<file path="src/rtl/conv1d_sequencer.sv">
// conv1d_sequencer: CFU command front-end for the conv1d engine.
// Forwards buffer commands as engine strobes and walks MAC steps for a run.
module conv1d_sequencer #(
    parameter int MAX_INPUT_SIZE     = 1024,
    parameter int MAX_INPUT_CHANNELS = 128,
    parameter int LANES              = 4
) (
    input  logic        clk,
    input  logic        reset,
    input  logic        cmd_valid,
    output logic        cmd_ready,
    input  logic [9:0]  cmd_payload_function_id,
    input  logic [31:0] cmd_payload_inputs_0,
    input  logic [31:0] cmd_payload_inputs_1,
    output logic        rsp_valid,
    input  logic        rsp_ready,
    output logic [31:0] rsp_payload_outputs_0,
    output logic        eng_valid,
    output logic [6:0]  eng_cmd,
    output logic [31:0] eng_inp0,
    output logic [31:0] eng_inp1,
    input  logic [31:0] eng_ret,
    output logic        mac_valid,
    input  logic        mac_ready,
    output logic [$clog2(MAX_INPUT_SIZE)-1:0]     mac_out_idx,
    output logic [$clog2(MAX_INPUT_CHANNELS)-1:0] mac_chan_base,
    output logic        mac_first,
    output logic        mac_last
);

    localparam int IDX_W = $clog2(MAX_INPUT_SIZE);
    localparam int LEN_W = $clog2(MAX_INPUT_SIZE + 1);
    localparam int CB_W  = $clog2(MAX_INPUT_CHANNELS);
    localparam int CH_W  = $clog2(MAX_INPUT_CHANNELS + 1);

    localparam logic [CH_W-1:0] LANES_CH  = CH_W'(LANES);
    localparam logic [CB_W-1:0] LANES_CB  = CB_W'(LANES);
    localparam logic [31:0]     LANE_MASK = 32'(LANES - 1);
    localparam logic [31:0]     MAX_LEN   = 32'(MAX_INPUT_SIZE);
    localparam logic [31:0]     MAX_CH    = 32'(MAX_INPUT_CHANNELS);
    localparam logic [31:0]     ERR_WORD  = 32'hFFFF_FFFF;

    localparam logic [6:0] F_START = 7'd4;
    localparam logic [6:0] F_LEN   = 7'd9;
    localparam logic [6:0] F_CH    = 7'd10;

    typedef enum logic [2:0] {
        IDLE,
        ISSUE,
        WAIT,
        RUN,
        RESP
    } state_t;

    state_t state;
    state_t state_nx;

    logic [LEN_W-1:0] cfg_len;
    logic [CH_W-1:0]  cfg_ch;
    logic [IDX_W-1:0] out_idx;
    logic [CB_W-1:0]  chan_base;
    logic [31:0]      step_cnt;

    logic [6:0] funct7;
    logic [2:0] unused_funct3;
    logic       is_pass;
    logic       is_start;
    logic       is_len;
    logic       is_ch;
    logic       len_ok;
    logic       ch_ok;
    logic       accept;
    logic       mac_fire;
    logic       group_first;
    logic       group_last;
    logic       out_last;
    logic       run_done;

    assign funct7        = cmd_payload_function_id[9:3];
    assign unused_funct3 = cmd_payload_function_id[2:0];

    assign is_pass  = (funct7 < 7'd8) && (funct7 != F_START);
    assign is_start = (funct7 == F_START);
    assign is_len   = (funct7 == F_LEN);
    assign is_ch    = (funct7 == F_CH);

    assign len_ok = (cmd_payload_inputs_0 != 32'd0)
                 && (cmd_payload_inputs_0 <= MAX_LEN);

    // Channel count must split evenly into LANES-wide groups.
    assign ch_ok = (cmd_payload_inputs_0 != 32'd0)
                && (cmd_payload_inputs_0 <= MAX_CH)
                && ((cmd_payload_inputs_0 & LANE_MASK) == 32'd0);

    assign accept   = (state == IDLE) && cmd_valid;
    assign mac_fire = (state == RUN) && mac_ready;

    assign group_first = (chan_base == '0);
    assign group_last  = (CH_W'(chan_base) == cfg_ch - LANES_CH);
    assign out_last    = (LEN_W'(out_idx) == cfg_len - LEN_W'(1));
    assign run_done    = mac_fire && group_last && out_last;

    assign mac_out_idx   = out_idx;
    assign mac_chan_base = chan_base;
    assign mac_first     = (state == RUN) && group_first;
    assign mac_last      = (state == RUN) && group_last;

    always_ff @(posedge clk or negedge reset) begin
        if (!reset) begin
            state <= IDLE;
        end else begin
            state <= state_nx;
        end
    end

    always_comb begin
        state_nx  = state;
        cmd_ready = 1'b0;
        eng_valid = 1'b0;
        mac_valid = 1'b0;
        rsp_valid = 1'b0;
        unique case (state)
            IDLE: begin
                cmd_ready = 1'b1;
                if (cmd_valid) begin
                    unique case (1'b1)
                        is_pass:  state_nx = ISSUE;
                        is_start: begin
                            if (cfg_len == '0) begin
                                state_nx = RESP;
                            end else begin
                                state_nx = RUN;
                            end
                        end
                        default:  state_nx = RESP;
                    endcase
                end
            end
            ISSUE: begin
                eng_valid = 1'b1;
                state_nx  = WAIT;
            end
            WAIT: begin
                state_nx = RESP;
            end
            RUN: begin
                mac_valid = 1'b1;
                if (run_done) begin
                    state_nx = RESP;
                end
            end
            RESP: begin
                rsp_valid = 1'b1;
                if (rsp_ready) begin
                    state_nx = IDLE;
                end
            end
            default: state_nx = IDLE;
        endcase
    end

    always_ff @(posedge clk or negedge reset) begin
        if (!reset) begin
            cfg_len               <= '0;
            cfg_ch                <= LANES_CH;
            out_idx               <= '0;
            chan_base             <= '0;
            step_cnt              <= '0;
            eng_cmd               <= '0;
            eng_inp0              <= '0;
            eng_inp1              <= '0;
            rsp_payload_outputs_0 <= '0;
        end else begin
            if (accept) begin
                unique case (1'b1)
                    is_pass: begin
                        eng_cmd  <= funct7;
                        eng_inp0 <= cmd_payload_inputs_0;
                        eng_inp1 <= cmd_payload_inputs_1;
                    end
                    is_len: begin
                        if (len_ok) begin
                            cfg_len <= cmd_payload_inputs_0[LEN_W-1:0];
                            rsp_payload_outputs_0 <= '0;
                        end else begin
                            rsp_payload_outputs_0 <= ERR_WORD;
                        end
                    end
                    is_ch: begin
                        if (ch_ok) begin
                            cfg_ch <= cmd_payload_inputs_0[CH_W-1:0];
                            rsp_payload_outputs_0 <= '0;
                        end else begin
                            rsp_payload_outputs_0 <= ERR_WORD;
                        end
                    end
                    is_start: begin
                        out_idx               <= '0;
                        chan_base             <= '0;
                        step_cnt              <= '0;
                        rsp_payload_outputs_0 <= '0;
                    end
                    default: begin
                        rsp_payload_outputs_0 <= ERR_WORD;
                    end
                endcase
            end

            if (state == WAIT) begin
                rsp_payload_outputs_0 <= eng_ret;
            end

            // Walk channel groups inside each output position.
            if (mac_fire) begin
                step_cnt <= step_cnt + 32'd1;
                if (group_last) begin
                    chan_base <= '0;
                    out_idx   <= out_idx + IDX_W'(1);
                end else begin
                    chan_base <= chan_base + LANES_CB;
                end
                if (run_done) begin
                    rsp_payload_outputs_0 <= step_cnt + 32'd1;
                end
            end
        end
    end

endmodule

</file>
<file path="config.mk">
export PLATFORM = sky130hd
export DESIGN_NAME = conv1d_sequencer
export DESIGN_NICKNAME = d
export VERILOG_FILES = /design/src/rtl/conv1d_sequencer.sv
export SDC_FILE = /design/constraint.sdc
export NUM_CORES = 1
export LEC_CHECK = 0
export ABC_CLOCK_PERIOD_IN_PS = 3100
export BUFFER_PORTS_ARGS = -buffer_cell sky130_fd_sc_hd__buf_2
export CORE_MARGIN = 2
export CORE_UTILIZATION = 40
export DETAILED_ROUTE_END_ITERATION = 10
export GPL_TIMING_DRIVEN = 0
export SLEW_MARGIN = 20
export SYNTH_ARGS = -nofsm -noshare
export SYNTH_HDL_FRONTEND = slang
export SYNTH_SLANG_ARGS = --single-unit
</file>
<file path="constraint.sdc">
create_clock -name clk -period 3.1 [get_ports clk]
set_input_delay 0.62 -clock clk [delete_from_list [all_inputs] [get_ports clk]]
set_output_delay 0.62 -clock clk [all_outputs]
set_load 0.05 [all_outputs]
</file>
---- Word-level counts from Yosys, hierarchy flattened ----
Index checks and enable logic that the tools add are counted.
storage, ports and cells
  bits in registers ....................... 174
  word-level logic and storage cells ...... 81
operators by class
  add/sub/neg operators ................... 5
  magnitude comparators ................... 3
  eq/ne operators ......................... 13
  mux-type cells .......................... 28
  reduce and logical (&&, ||, !) cells .... 22
operators by type and width
  cell                                                              number
  2-to-1 mux 32 bit                                                 9
  case mux 32 bit (4 select lines)                                  1
  2-to-1 mux 10 bit                                                 4
  adder 32 x 1 -> 32 bit, second input constant                     1
  less-or-equal comparator 32 x 11 -> 1 bit, second input constant  1
  less-or-equal comparator 32 x 8 -> 1 bit, second input constant   1
  logical NOT 32 bit                                                1
  nonzero test 32 bit                                               1
  2-to-1 mux 7 bit                                                  4
  case mux 3 bit (5 select lines)                                   1
  == test 7 x 4 -> 1 bit, second input constant                     2
  2-to-1 mux 3 bit                                                  4
  == test 10 x 11 -> 1 bit                                          1
  logical NOT 11 bit                                                1
  subtractor 11 x 1 -> 11 bit, second input constant                1
  adder 10 x 1 -> 10 bit, second input constant                     1
  logical AND 1 bit                                                 10
  AND reduction 3 bit                                               3
  == test 7 x 8 -> 1 bit                                            1
  subtractor 8 x 3 -> 8 bit, second input constant                  1
  adder 7 x 3 -> 7 bit, second input constant                       1
  == test 7 x 3 -> 1 bit, second input constant                     1
  logical NOT 7 bit                                                 1
  less-than comparator 7 x 4 -> 1 bit, second input constant        1
  other kinds (10)                                                  18

---- Depth between registers and ports, before layout ----
Gate-level depths: netlist of the first run.
  depth in word-level cells ............... 9
  depth in mapped cells ................... 11
  depth with buffers taken out ............ 9

---- Least setup slack after synthesis of the first run ----
Ideal clock, no wire load.
  path type ............................... reg-to-reg
  from .................................... register state[1]
  to ...................................... register cfg_ch[3]
  setup time .............................. 0.128 ns
  data arrival time ....................... 3.237 ns
  required time ........................... 2.972 ns
  path slack .............................. -0.264 ns
  stages on the path, launching flop included .. 7
  buffers on the path ..................... 1
  clock period less this slack ............ 3.364 ns
  cells stage by stage .................... dfrtp_1 -> nor3_1 -> nand3_1 -> or3_1 -> or4_1 -> buf_2 -> mux2_1
on the way
  word-level cells in the longest chain between the ends .. 3
ends and longest elaborated chain
  item                           line  text
  start, declared                55    state_t state;
  start signal, assigned         112   state <= state_nx;
  logical NOT 3 bit              95    assign accept = (state == IDLE) && cmd_valid;
  logical AND 1 bit              95
  AND reduction 3 bit (no line)  n/a
  end signal, assigned           191   cfg_ch <= cmd_payload_inputs_0[CH_W-1:0];
  end, declared                  59    logic [CH_W-1:0] cfg_ch;
No other way between the ends.
A chain may end at the register's enable or synchronous reset.

---- Worst setup path after layout of the first run ----
  from .................................... register cfg_ch[2]
  to ...................................... output mac_last
on the way
  word-level cells in the longest chain between the ends .. 3
ends and longest elaborated chain
  item                       line  text
  subtractor 8 x 3 -> 8 bit  99    assign group_last = (CH_W'(chan_base) == cfg_ch - LANES_CH);
  == test 7 x 8 -> 1 bit     99
  logical AND 1 bit          106   assign mac_last = (state == RUN) && group_last;
  end, declared              28    output logic mac_last
No other way between the ends.

==> impl_results.rst, run 1 <==
.. list-table::
   :header-rows: 1

   * - Metric
     - Value
   * - Yosys top cell area share
     - 0.493
   * - Slack of the critical path
     - 87.0 ps
   * - Number of max-capacitance violations reported
     - 0
   * - Part of the total power dissipated in the clock network
     - 0.332
   * - Pre-CTS WS
     - -300 ps
   * - Number of primary I/O pins
     - 237
   * - Number of non-filler instances in the completed layout
     - 1352
   * - Post-Synthesis Mean Instance Area
     - 10.8 um^2
   * - Final clock skew
     - 14.0 ps
   * - Final Slew Violations
     - 0
   * - Number of I/O port buffers
     - 231
   * - Post-Syn Area
     - 8690 um^2
   * - Main area contributors after synthesis
     - sky130_fd_sc_hd__dfrtp_1 49%, sky130_fd_sc_hd__mux2_2 10%, sky130_fd_sc_hd__a221oi_2 5.4%
   * - Setup Crit Path Kind
     - reg2out
   * - Number of levels in the clock H-tree
     - 4
   * - Actual transition at the worst max-transition pin
     - 704 ps
   * - Leakage
     - 5.14 nW
   * - Per-cell routed wire length
     - 17.6 um
   * - Status
     - finished, final reports clean
   * - Fraction of registers with async set or reset after synthesis
     - 1.00
   * - Global-route wire length before repair
     - 36.8 mm
   * - Post-layout min period
     - 3010 ps
   * - Post-synth top area cell
     - sky130_fd_sc_hd__dfrtp_1
   * - Number of hold violations in the final report
     - 0
   * - Combinational cell fraction of total power
     - 0.259
   * - Kind of end point of the critical path
     - output port
   * - Clock sink count
     - 172
   * - Cell internal pwr
     - 4.00 mW
   * - Power spent charging and discharging nets
     - 2.39 mW
   * - Maximum vdd drop
     - 0.000401 V
   * - Net count reported at finish
     - 1178
   * - Effective utilization at floorplan
     - 0.411
   * - Total design power
     - 6.39 mW
   * - Worst endpoint data arrival time
     - 2390 ps
   * - Max-slew headroom
     - 0.530
   * - Total negative setup slack
     - 0 ps
   * - Worst min path class
     - in2async
   * - Post-route cell area
     - 10900 um^2
   * - Per-cell via count in the routed design
     - 5.24
   * - Floorplan Core Area
     - 21200 um^2
   * - Worst setup SP type
     - flip-flop
   * - Detailed-router iteration count before antenna repair
     - 4
   * - Count leader, synth
     - sky130_fd_sc_hd__dfrtp_1
   * - Global routing usage summed across all routing layers
     - 0.207
   * - Final Cycle Share
     - 0.972
   * - Syn Inst Count
     - 805
   * - Met3 routing resource usage after global routing
     - 0.0614
   * - Clock latency on the worst-skew pair
     - 430 ps
   * - Endpoints failing setup
     - 0
   * - FP Rows
     - 53
   * - DRC Markers
     - 0
   * - Placed insts
     - 1313
   * - Layout area overhead
     - 25.4%
   * - TritonCTS clock tree
     - yes
   * - Number of DRC markers in iteration 0
     - 429
   * - Overall die width
     - 151 um
   * - Clock transition at the register clock pins on the worst setup and hold paths after CTS
     - 80 ps
   * - Share of final-layout standard cells stronger than drive strength 1
     - 0.382
   * - Post-route antenna net violation count
     - 0
   * - Layer with the highest usage
     - met2
   * - Vias in the first global route
     - 6864
   * - Most used DFF post-synth
     - sky130_fd_sc_hd__dfrtp_1
   * - Number of storage elements in the synthesis netlist
     - 172
   * - Gpl congestion
     - 0.843
   * - Fmax
     - 332 MHz
   * - Total wirelength of the detailed-routed design
     - 23.8 mm
   * - Global Route met1 Usage
     - 0.290
   * - Clock tree root driver cell
     - sky130_fd_sc_hd__clkbuf_16
   * - Met2 layer usage reported by global route
     - 0.321
   * - Sequential cell area fraction in the yosys report
     - 0.496
   * - Part of the power in registers
     - 0.408
   * - Data required time at the worst endpoint
     - 2480 ps
   * - Yosys warnings
     - 0
   * - Die area
     - 22900 um^2
   * - Number of buffers added by the clock tree synthesis step
     - 17
   * - HPWL after detailed placement
     - 17.4 mm
   * - GR Overflow Total
     - 0
   * - Placed Area
     - 10200 um^2
   * - Critical path peak fanout
     - 4
   * - Number of antenna violations at the first check in global routing
     - 4
   * - Vert. Die Dim
     - 151 um
   * - Detailed-route via count
     - 7078
   * - Number of synthesized flops with an enable pin
     - 0
   * - Switching share of total power
     - 0.375
   * - Clock Path Buffers
     - 2
   * - Cell Pwr Density
     - 587 nW/um^2
   * - Number of hold-repair buffers added at the cts stage
     - 0
   * - Synth unique cells
     - 59
   * - Top post-synthesis cells by count
     - 171 x sky130_fd_sc_hd__dfrtp_1, 81 x sky130_fd_sc_hd__nand2_1, 79 x sky130_fd_sc_hd__mux2_2
   * - Maximum number of pins on one net before global-route repair
     - 88
==> layer usage <==
layer / share of wire / vias up
met5: 0.00055 / -
li1: - / 3416
met4: 0.0066 / 2
met3: 0.065 / 13
met1: 0.46 / 3457
met2: 0.46 / 190
==> path summary, 6_finish.rpt <==
check,slack (ps),depth (start not counted),start,endpoint
max,90,8,cfg_ch[2]$_DFFE_PN1P_,mac_last
min,160,1,reset,eng_inp1[29]$_DFFE_PN0P_
max reg2reg,180,9,cfg_ch[2]$_DFFE_PN1P_,mac_out_idx[9]$_DFF_PN0_
min reg2reg,490,1,cfg_ch[0]$_DFFE_PN0P_,cfg_ch[0]$_DFFE_PN0P_
max in group asynchronous,2060,2,reset,rsp_payload_outputs_0[13]$_DFF_PN0_
min in group clk,410,2,cmd_payload_inputs_1[30],eng_inp1[30]$_DFFE_PN0P_
==> placed cells by master, fill, tap and decap left out, drive strengths merged, types with 22 or more instances in the layout <==
master	n
nand3	23
mux2	85
clkbuf	51
xnor2	25
o21ai	50
buf	248
a221oi	32
nor2	75
dfrtp	171
nand2	81
xor2	26
inv	22
==> critical path, cell delays in order (launching register included) <==
cell and delay, ps:
sky130_fd_sc_hd__dfstp_2 560, sky130_fd_sc_hd__inv_1 50, sky130_fd_sc_hd__ha_2 190, sky130_fd_sc_hd__nor2b_1 130, sky130_fd_sc_hd__or3_4 370, sky130_fd_sc_hd__a31oi_4 240, sky130_fd_sc_hd__nand3_2 130, sky130_fd_sc_hd__nor2_4 130
sky130_fd_sc_hd__buf_6 170
==> cell families after synthesis <==
| kind of cell | Yosys count | synth area share |
|---|---|---|
| DFF | 172 | 0.496 |
| AOI/OAI and AO/OA | 150 | 0.140 |
| and+or+nand+nor | 281 | 0.162 |
| xor gates and xnor gates | 51 | 0.0514 |
| muxes | 86 | 0.111 |
| other | 1 | 0.000432 |
| adders and majority gates | 6 | 0.00864 |
| buffers and inverters | 58 | 0.0310 |
==> flip-flops by register name, summed over array words and instances (netlist names) <==
register and flops:
rsp_payload_outputs_0 32, cfg_ch 8, eng_inp1 32, eng_cmd 7
state 3, mac_chan_base 5, mac_out_idx 10, step_cnt 32
cfg_len 11, eng_inp0 32
==> through the flow <==
step,hold slack (ps),util
after floorplan,324,-
after global placement,468,0.482
after detailed placement,466,0.484
after CTS,213,0.512
after global routing,219,0.515
final,161,0.515
==> power groups by stage <==
stage	logic (mW)	clock network [mW]	registers (mW)
4_1_cts	1.67	2.16	2.61
3_3_place_gp	1.66	0	2.64
3_5_place_dp	1.67	0	2.65
2_1_floorplan	0.328	0	3.51
6_report	1.66	2.12	2.61
5_1_grt	1.73	2.27	2.64
==> area by class of cell <==
type / count / area [um^2]
inverters: 13 / 48.8
repair buffers: 236 / 1230
diodes: 3 / 7.51
clock buffers: 18 / 429
flip-flops and latches: 172 / 4310
fillers: 1980 / 10300
well taps: 275 / 344
clock inverters: 14 / 145
plain buffers: 45 / 221
multi-input cells: 576 / 4160
==> timing repair <==
| item | in CTS | in global routing |
|---|---|---|
| buffers inserted | 0 | 4 |
| setup endpoints to repair | 2 | 4 |
| pin swaps | 1 | 2 |
| resized for setup | 6 | 6 |
Note: power is estimated with default switching activity, not from simulation.
==> inputs of run 2 (changes only) <==
ABC_CLOCK_PERIOD_IN_PS = 2600   (was 3100)
PLACE_DENSITY = 0.66   (was not set)
clock period = 2.6 ns   (was 3.1 ns; I/O delays follow)
==> run 2 against run 1 <==
Largest power group unchanged; power grew 21%; critical path type unchanged; highest routed layer unchanged; critical endpoint unchanged; wire length increased by 0.13%; worst setup slack got worse by 240 ps; the flow now finishes with violations (setup timing); flip-flop and latch count is the same.
==> impl_results.rst, run 2 (synthesis gave the netlist of run 1 again) <==
.. list-table::
   :header-rows: 1

   * - Metric
     - Value
   * - Met2 wire len
     - 11.0 mm (+0.41%)
   * - Most common cell after layout, fill and taps aside
     - sky130_fd_sc_hd__buf_2
   * - Worst path slowest cell
     - sky130_fd_sc_hd__dfstp_2
   * - Worst endpoint data arrival time
     - 2240 ps (-150 ps)
   * - Leakage
     - 5.30 nW (+3.0%)
   * - Endpoint of the worst-slack reg-to-reg timing path
     - rsp_payload_outputs_0[8]$_DFF_PN0_
   * - Global routing usage summed across all routing layers
     - 0.214 (+0.00722)
   * - Clock sink count
     - 172 (unchanged)
   * - Clock Path Buffers
     - 2 (unchanged)
   * - Data required time at the worst endpoint
     - 2080 ps (-400 ps)
   * - Gpl congestion
     - 0.844 (+0.15%)
   * - Post-layout min period
     - 2760 ps
   * - Reg-to-reg startpoint
     - cfg_len[0]$_DFFE_PN0P_
   * - Number of levels in the clock H-tree
     - 4 (unchanged)
   * - DRT met1 WL
     - 11.1 mm (+0.14%)
   * - Actual transition at the worst max-transition pin
     - 667 ps (-37.5 ps)
   * - Die area
     - 22900 um^2 (unchanged)
   * - TritonCTS clock tree
     - yes
   * - Placed insts
     - 1313 (unchanged)
   * - Number of cells on the worst reg-to-reg path
     - 10 (+1)
   * - Number of buffers added by the clock tree synthesis step
     - 17 (unchanged)
   * - Slack of the critical path
     - -157 ps (-244 ps)
   * - Number of non-filler instances in the completed layout
     - 1359 (+0.52%)
   * - FP Rows
     - 53 (unchanged)
   * - Worst setup SP type
     - flip-flop
   * - Global-route wire length before repair
     - 38.0 mm (+3.3%)
   * - Overall die width
     - 151 um (unchanged)
   * - Fmax
     - 363 MHz
   * - Clock latency on the worst-skew pair
     - 440 ps (about the same)
   * - Number of primary I/O pins
     - 237 (unchanged)
   * - GR Overflow Total
     - 0 (unchanged)
   * - Status
     - complete, but fails checks
   * - Floorplan Core Area
     - 21200 um^2 (unchanged)
   * - Violated checks
     - setup timing
   * - Vert. Die Dim
     - 151 um (unchanged)
   * - Antenna fix cells
     - 0 (-3)
   * - Max-slew headroom
     - 0.555 (+0.0250)
   * - Effective utilization at floorplan
     - 0.411 (unchanged)
   * - Kind of end point of the critical path
     - output port
   * - Highest-count cells in the layout ignoring fill and taps
     - 231 x sky130_fd_sc_hd__buf_2, 169 x sky130_fd_sc_hd__dfrtp_1, 80 x sky130_fd_sc_hd__nand2_1
   * - HPWL after detailed placement
     - 17.1 mm (-2.0%)
   * - Post-route antenna net violation count
     - 0 (unchanged)
   * - Clock transition at the register clock pins on the worst setup and hold paths after CTS
     - 80 ps (about the same)
   * - Critical path cell sequence
     - inv_2 > ha_4 > nor2b_1 > or3_4 > a31oi_4 > nand3_2 > nor2_4 > buf_6
   * - Final clock skew
     - 15.9 ps (+1.83 ps)
   * - Detailed-router iteration count before antenna repair
     - 5 (+1)
   * - Max layer used
     - met5
   * - Number of DRC markers in iteration 0
     - 409 (-4.7%)
   * - Net count reported at finish
     - 1188 (+0.85%)
   * - Setup repair after global routing missed its margin
     - true
   * - Maximum vdd drop
     - 0.000501 V (+25%)
   * - Cell Pwr Density
     - 696 nW/um^2 (+19%)
   * - Final Slew Violations
     - 0 (unchanged)
   * - Number of antenna violations at the first check in global routing
     - 1 (-3)
   * - Number of max-capacitance violations reported
     - 0 (unchanged)
   * - Vias in the first global route
     - 7078 (+3.1%)
   * - Maximum number of pins on one net before global-route repair
     - 95 (+8.0%)
   * - Number of hold violations in the final report
     - 0 (unchanged)
   * - Number of hold-repair buffers added at the cts stage
     - 0 (unchanged)
   * - R2R Setup Slk
     - -70 ps (-250 ps)
   * - Worst min path class
     - in2async
   * - Endpoints failing setup
     - 31 (+31)
   * - Final Cycle Share
     - 1.06
   * - Layout area overhead
     - 28.0%
   * - Routed length on met3
     - 1.42 mm (-8.5%)
   * - DRC Markers
     - 0 (unchanged)
   * - Number of I/O port buffers
     - 231 (unchanged)
   * - Pre-CTS WS
     - -560 ps (-260 ps)
   * - Setup Crit Path Kind
     - reg2out
   * - Stage delay of the slowest cell on the critical path
     - 540 ps (-20 ps)
   * - Share of final-layout standard cells stronger than drive strength 1
     - 0.413 (+0.0315)
   * - Total wirelength of the detailed-routed design
     - 23.8 mm (+0.13%)
   * - Critical path peak fanout
     - 4 (unchanged)
   * - Clock tree root driver cell
     - sky130_fd_sc_hd__clkbuf_16
   * - Per-cell routed wire length
     - 17.5 um (-0.38%)
   * - Per-cell via count in the routed design
     - 5.27 (+0.69%)
   * - Detailed-route via count
     - 7164 (+1.2%)
## run 2: cell count changes in the layout (fill, tap and decap cells not counted), sizes merged
| cell | delta |
|---|---|
| diode | -3 |
| clkinvlp | -2 |
| inv | +2 |
| bufinv | +1 |
| buf | +9 |
## run 2: worst max-delay path by stage
stage	slack, ps	end	startpoint	cells past startpoint
6_report	-160	mac_last	cfg_ch[2]$_DFFE_PN1P_	8
5_1_grt	-250	mac_last	cfg_ch[2]$_DFFE_PN1P_	8
4_1_cts	-160	mac_last	cfg_ch[2]$_DFFE_PN1P_	8
3_5_place_dp	-560	rsp_payload_outputs_0[30]$_DFF_PN0_	cmd_payload_inputs_0[1]	9
3_3_place_gp	-1880	rsp_payload_outputs_0[6]$_DFF_PN0_	reset	1
2_1_floorplan	30	mac_out_idx[9]$_DFF_PN0_	cfg_ch[2]$_DFFE_PN1P_	9
## run 2: what timing repair did
item,CTS,global route
pin swaps,4,4
setup buffers,5,8
gates cloned,1,0
endpoints found under the hold margin,0,0
setup endpoints to repair,134,114
resized for setup,29,22
## run 2: critical path: cells and delay by family, from the launching register on
family / cells / cell delay, ps
adders and majority gates: 1 / 160
buffers and inverters: 2 / 210
DFF: 1 / 540
and+or+nand+nor: 4 / 730
AOI/OAI and AO/OA: 1 / 180
## run 2: report_power, final
part | leakage [nW] | switching [mW] | internal, mW | total (mW)
combinational | 2.86 | 1.47 | 0.532 | 2.01
sequential | 2.15 | 0.161 | 2.97 | 3.13
clock | 0.293 | 1.24 | 1.38 | 2.61
## run 2: per-layer routing
layer | vias up | track usage
li1 | 3433 | -
met1 | 3484 | 0.297
met2 | 224 | 0.339
met3 | 21 | 0.0503
met4 | 2 | 0.0565
met5 | - | 0
## run 2: area by class of cell
| class | count | area (um^2) |
|---|---|---|
| fillers | 1951 | 10000 |
| flip-flops and latches | 172 | 4310 |
| multi-input cells | 576 | 4260 |
| repair buffers | 246 | 1320 |
| clock buffers | 17 | 425 |
| well taps | 275 | 344 |
| plain buffers | 45 | 246 |
| clock inverters | 15 | 165 |
| inverters | 13 | 48.8 |
## run 2: through the flow
| stage | power [mW] | utilization | hold slack [ps] | cell area, um^2 | setup TNS, ps |
|---|---|---|---|---|---|
| CTS | 7.81 | 0.519 | 80.2 | 11000 | -2940 |
| finish | 7.75 | 0.526 | 42.2 | 11100 | -1620 |
| floorplan | 4.58 | - | 224 | 8720 | 0 |
| global placement | 5.14 | 0.483 | 466 | 10200 | -356310 |
| detailed placement | 5.17 | 0.485 | 469 | 10300 | -39950 |
| global route | 8.04 | 0.526 | 83.9 | 11100 | -5940 |
